**src/rtl/hazard_scoreboard_pkg.sv**
```systemverilog
// Shared CPU defines: latency classes and pipeline control bundle
// used by the hazard scoreboard and ID decode.
package hazard_scoreboard_pkg;

  localparam int LAT_ALU  = 0;
  localparam int LAT_LOAD = 1;
  localparam int LAT_MFC0 = 1;
  localparam int LAT_MUL  = 3;

  localparam int NREG = 32;

  typedef struct packed {
    logic pc_wr;
    logic id_wr;
    logic exe_flush;
  } pipe_ctl_t;

  localparam pipe_ctl_t CTL_RUN = '{
    pc_wr: 1'b1, id_wr: 1'b1, exe_flush: 1'b0
  };
  localparam pipe_ctl_t CTL_HOLD = '{
    pc_wr: 1'b0, id_wr: 1'b0, exe_flush: 1'b0
  };
  localparam pipe_ctl_t CTL_STALL = '{
    pc_wr: 1'b0, id_wr: 1'b0, exe_flush: 1'b1
  };

endpackage

```
**src/rtl/hazard_scoreboard_sb_entry.sv**
```systemverilog
// One register's producer countdown: clear, hold,
// issue-load (never shortening a pending result) or decrement.
module sb_entry #(
  parameter int CNT_W = 2
) (
  input  logic             clk,
  input  logic             resetn,
  input  logic             clr_i,
  input  logic             hold_i,
  input  logic             issue_i,
  input  logic [CNT_W-1:0] lat_i,
  output logic             busy_o
);

  logic [CNT_W-1:0] cnt_q;
  logic [CNT_W-1:0] cnt_d;
  logic [CNT_W-1:0] dec;

  assign dec = (cnt_q == '0) ? '0 : cnt_q - CNT_W'(1);

  always_comb begin
    cnt_d = dec;
    if (clr_i) begin
      cnt_d = '0;
    end else if (hold_i) begin
      cnt_d = cnt_q;
    end else if (issue_i) begin
      cnt_d = (lat_i > dec) ? lat_i : dec;
    end
  end

  always_ff @(posedge clk or negedge resetn) begin
    if (!resetn) begin
      cnt_q <= '0;
    end else begin
      cnt_q <= cnt_d;
    end
  end

  assign busy_o = (cnt_q != '0);

endmodule

```
**src/rtl/hazard_scoreboard.sv**
```systemverilog
// RAW/WAW hazard scoreboard: per-register countdowns gate ID
// issue and stall the front end for exactly the producer latency.
module hazard_scoreboard
  import hazard_scoreboard_pkg::*;
#(
  parameter int NUM_SRC = 2,
  parameter int MAX_LAT = 3,
  localparam int CNT_W  = $clog2(MAX_LAT + 1)
) (
  input  logic                 clk,
  input  logic                 resetn,
  input  logic                 ID_Valid,
  input  logic [NUM_SRC*5-1:0] ID_Src,
  input  logic [NUM_SRC-1:0]   ID_SrcRead,
  input  logic [4:0]           ID_Dst,
  input  logic                 ID_DstWr,
  input  logic [CNT_W-1:0]     ID_Latency,
  input  logic                 Pipe_Hold,
  input  logic                 Flush,
  output logic                 PC_Wr,
  output logic                 ID_Wr,
  output logic                 EXE_Flush,
  output logic [31:0]          Stall_Cnt,
  output logic [31:0]          Busy_Mask
);

  logic [NREG-1:0]    busy;
  logic [NUM_SRC-1:0] src_haz;
  logic [CNT_W-1:0]   lat_sat;
  logic               hazard;
  logic               stall;
  logic               issue;
  logic [31:0]        stall_cnt_q;
  logic [31:0]        stall_cnt_d;
  pipe_ctl_t          ctl;

  for (genvar k = 0; k < NUM_SRC; k++) begin : g_src
    logic [4:0] src;
    assign src = ID_Src[5*k +: 5];
    assign src_haz[k] = ID_SrcRead[k] && (src != 5'd0) && busy[src];
  end

  assign hazard = ID_Valid && (|src_haz);
  assign stall  = hazard && !Pipe_Hold && !Flush;
  assign issue  = ID_Valid && ID_DstWr && (ID_Dst != 5'd0)
               && !hazard && !Pipe_Hold && !Flush;

  assign lat_sat = (ID_Latency > CNT_W'(MAX_LAT))
                 ? CNT_W'(MAX_LAT) : ID_Latency;

  assign busy[0] = 1'b0;

  for (genvar r = 1; r < NREG; r++) begin : g_reg
    sb_entry #(
      .CNT_W (CNT_W)
    ) u_ent (
      .clk     (clk),
      .resetn  (resetn),
      .clr_i   (Flush),
      .hold_i  (Pipe_Hold),
      .issue_i (issue && (ID_Dst == 5'(r))),
      .lat_i   (lat_sat),
      .busy_o  (busy[r])
    );
  end

  always_comb begin
    ctl = CTL_RUN;
    unique case (1'b1)
      Flush:               ctl = CTL_RUN;
      !Flush && Pipe_Hold: ctl = CTL_HOLD;
      stall:               ctl = CTL_STALL;
      default:             ctl = CTL_RUN;
    endcase
  end

  assign PC_Wr     = ctl.pc_wr;
  assign ID_Wr     = ctl.id_wr;
  assign EXE_Flush = ctl.exe_flush;

  always_comb begin
    stall_cnt_d = stall_cnt_q;
    if (stall && (stall_cnt_q != '1)) begin
      stall_cnt_d = stall_cnt_q + 32'd1;
    end
  end

  always_ff @(posedge clk or negedge resetn) begin
    if (!resetn) begin
      stall_cnt_q <= '0;
    end else begin
      stall_cnt_q <= stall_cnt_d;
    end
  end

  assign Stall_Cnt = stall_cnt_q;
  assign Busy_Mask = busy;

endmodule

```
**config.mk**
```make
export PLATFORM = sky130hd
export DESIGN_NAME = hazard_scoreboard
export DESIGN_NICKNAME = d
export VERILOG_FILES = /design/src/rtl/hazard_scoreboard_pkg.sv /design/src/rtl/hazard_scoreboard_sb_entry.sv /design/src/rtl/hazard_scoreboard.sv
export SDC_FILE = /design/constraint.sdc
export NUM_CORES = 1
export LEC_CHECK = 0
export BUFFER_PORTS_ARGS = -buffer_cell sky130_fd_sc_hd__clkbuf_2
export CAP_MARGIN = 20
export CORE_MARGIN = 4
export CORE_UTILIZATION = 41
export CTS_BUF_LIST = sky130_fd_sc_hd__clkbuf_4 sky130_fd_sc_hd__clkbuf_8
export CTS_CLUSTER_SIZE = 40
export DETAILED_ROUTE_END_ITERATION = 8
export PLACE_DENSITY_LB_ADDON = 0.08
export SLEW_MARGIN = 5
export SYNTH_ARGS = -nofsm -noshare
export SYNTH_HDL_FRONTEND = slang
export SYNTH_SLANG_ARGS = --single-unit
```
**constraint.sdc**
```tcl
create_clock -name clk -period 4.9 [get_ports clk]
set_clock_uncertainty 0.1 [all_clocks]
set_input_delay 0.98 -clock clk [delete_from_list [all_inputs] [get_ports clk]]
set_output_delay 0.98 -clock clk [all_outputs]
set_load 0.02 [all_outputs]
```
==> summary.md <==
| Metric | Value |
|---|---|
| Status | `complete, no violations` |
| Arr. time, crit path | `between 3000 and 4000 ps` |
| DRT iter0 DRCs | `between 200 and 300` |
| Core Util, Final | `45.69%` |
| Total GRT Usage | `21.43%` |
| Crit-path max FO | `11` |
| Standard-cell row count | `51` |
| Worst Path Class, Setup | `primary input to primary output` |
| Hold Path Class | `flip-flop to flip-flop` |
| DRC viols | `0` |
| Synth top area share | `28.48%` |
| Ys flop type | `dfrtp_1` |
| Post-synth EDFFs | `0` |
| Ports | `92` |
| TritonRoute pass-1 iters | `5` |
| Synthesized flop and latch total | `94` |
| Top cells by count, synth | `nor2_1, dfrtp_1, ha_1` |
| Ratio of cells with drive above 1 in the final layout | `16.62%` |
| Slowest CP cell | `mux4_2` |
| VDD IR max | `between 150 and 200 uV` |
| Register Area | `0.002352 sq mm` |
| Final ANT Viol Nets | `0` |
| TritonCTS Buffers | `9` |
| Syn Inst Count | `roughly 1000` |
| Post-CTS sizing | `0` |
| Worst Path Required | `~3800 ps` |
| Critical Path End Type | `primary output` |
| Fin. max-slew vios | `0` |
| Yosys warning count | `0` |
| Hold-fix buffers, CTS | `0` |
| Root buffer selected by CTS | `clkbuf_8` |
| PwrDens | `a little under 200 mW/mm^2` |
| CTS max path bufs | `2` |
| RSZ-0062 raised after global routing | `false` |
| Cell taking the most area after synthesis | `dfrtp_1` |
| Crit path cell chain | `clkbuf_2, inv_1, mux4_2, mux2_2, o32ai_1, nor4_4, nor2_1, nor2_1, clkbuf_2` |
| CTS tree | `built` |
| DR vias/cell | `about 5.6` |
| Sequential cell area fraction in the yosys report | `between 20% and 30%` |
| Global-route wire length before repair | `37830 um` |
| H-tree depth reported by CTS | `3` |
| Maximum clock frequency | `around 230 MHz` |
| Crit-path max cell delay | `540 ps` |
| Crit path launch type | `primary input` |
| Clock net sink count | `94` |
| Drt wl/cell | `18.15 um` |
| Synthesized Nets | `1096` |
| Die width | `149.9 um` |
| Cell Area, Synth | `0.008259 sq mm` |
| Placed inst area | `slightly below 0.009 sq mm` |
| Initial Util | `42.02%` |
| Final nets | `1137` |
| Setup Viol. Count Final | `0` |
| Pin count of the biggest net entering global routing | `approximately 60` |
| Final wirelength | `around 23000 um` |
| Top-count cell post-synth | `nor2_1` |
| Maxcap violations | `0` |
| Count of final hold-check violations | `0` |
| Total global routing overflow | `0` |
| Pleak | `4.067 nW` |
| Syn_area_per_cell | `between 8 and 9 sq um` |
| Initial antenna violation count | `2` |
| Core ar. | `0.01965 sq mm` |
| Area of the multi-input gates | `0.005299 sq mm` |
| Skew-Pair Late Insertion Delay | `around 410 ps` |
| Post-route cell area | `between 0.008 and 0.009 sq mm` |
| P&R area growth vs syn | `8.726%` |
| Fill cells | `2041` |
| Vias | `7168` |
| Slew @ Worst Pin | `984.7 ps` |
| Worst Reg-to-Reg Cells | `10` |
| Final period util | `88.19%` |
| Routability congestion estimate from global placement | `0.8547` |
| Port buffer count | `90` |
| Hpwl dp | `~17000 um` |
| Setup_tns | `0 ps` |
| Worst Hold Depth | `1` |
| Final worst path period need | `4321 ps` |
| Relative slew slack | `around 34%` |
| Unique cell type count in the Yosys netlist | `60` |
| Post-CTS setup repair buffer count | `0` |
| Worst-path clk slew | `130 ps` |
| Vias in the first global route | `6742` |
| Largest cells by area after synthesis | `dfrtp_1, ha_1, nor2b_1` |
| Die area | `0.02248 sq mm` |
| Async S/R FF share, synth | `100.0%` |
| Die H | `149.9 um` |
-- where the power goes --
| group | leakage, nW | internal, mW | total, mW | switching [mW] |
|---|---|---|---|---|
| combinational | 2.67 | 0.128 | 0.365 | 0.237 |
| sequential | 1.29 | 0.801 | 0.838 | 0.0378 |
| clock | 0.106 | 0.208 | 0.576 | 0.369 |
| total | 4.07 | 1.14 | 1.78 | 0.644 |
-- worst max-delay path: cells and delay by family --
kind	cells	cell delay (ps)
multiplexers	2	820
buffers and inverters	3	620
AND/OR/NAND/NOR	3	450
AO/OA/AOI/OAI	1	370
-- cells by family after synthesis --
| group | count (synthesis) | synth area share (%) |
|---|---|---|
| simple gates | 455 | 28.66 |
| compound gates | 137 | 11.88 |
| buf+inv | 130 | 7.469 |
| fa+ha+maj | 94 | 14.24 |
| flops | 94 | 28.48 |
| mux | 35 | 5.938 |
| xor+xnor | 31 | 3.287 |
| other cells | 1 | 0.04540 |
-- metrics by stage --
| stage | hold slack [ps] | cells | setup slack, ps | power, mW |
|---|---|---|---|---|
| floorplan | 376.3 | 977 | 350.3 | 1.090 |
| global placement | 382.1 | 1272 | 610.3 | 1.218 |
| detailed placement | 383.0 | 1272 | 596.6 | 1.220 |
| CTS | 405.1 | 1288 | 598.5 | 1.802 |
| global route | 423.8 | 1289 | 424.9 | 1.879 |
| finish | 403.4 | 1289 | 578.6 | 1.779 |
-- metal layers --
| metal | up-vias | part of all wire (%) | track usage [%] |
|---|---|---|---|
| li1 | 3542 | - | - |
| met1 | 3450 | 49 | 30.65 |
| met2 | 151 | 45 | 33.48 |
| met3 | 23 | 4.4 | 4.361 |
| met4 | 2 | 1.7 | 4.803 |
| met5 | - | 0.030 | 0 |
-- path summary, 6_finish.rpt --
check | slack, ps | endpoint | start
max in group asynchronous | 3340 | Stall_Cnt[14] | resetn
min in group asynchronous | 410 | g_reg[15].u_ent.cnt_q[0] | resetn
setup reg to reg | 1170 | g_reg[6].u_ent.cnt_q[0] | g_reg[12].u_ent.cnt_q[0]
hold / removal | 400 | Stall_Cnt[24] | Stall_Cnt[24]
hold reg to reg | 400 | Stall_Cnt[24] | Stall_Cnt[24]
setup / recovery | 580 | PC_Wr | ID_Src[0]
-- final cells by class --
type / count / share of cell area [%]
multi-input combinational: 753 / 59.01
sequential: 94 / 26.19
timing repair buffer: 107 / 6.493
tap: 265 / 3.692
inverter: 53 / 2.215
clock buffer: 9 / 1.379
clock inverter: 7 / 0.9893
antenna: 1 / 0.02787
-- registers in the layout, summed over array words and instances, names as in the netlist --
signal,flops
Stall_Cnt,32
g.u_ent.cnt_q,62
-- placed cells by master (no fill, tap or decap), drive strengths merged, types with 5 or more instances in the layout --
cell type / n
mux4: 9
clkbuf: 97
or2: 12
and4: 5
buf: 19
a2111oi: 5
nor3: 56
o22ai: 11
nand3: 41
inv: 56
dfrtp: 94
o21bai: 32
xnor2: 24
and3: 8
nand2: 85
nor2: 95
o311a: 8
xor2: 7
a21oi: 19
or3: 11
a31oi: 30
nor2b: 70
nand4: 16
or4: 35
ha: 94
nor4: 7
mux2: 22
No activity file was read; power rests on OpenSTA's default activity.
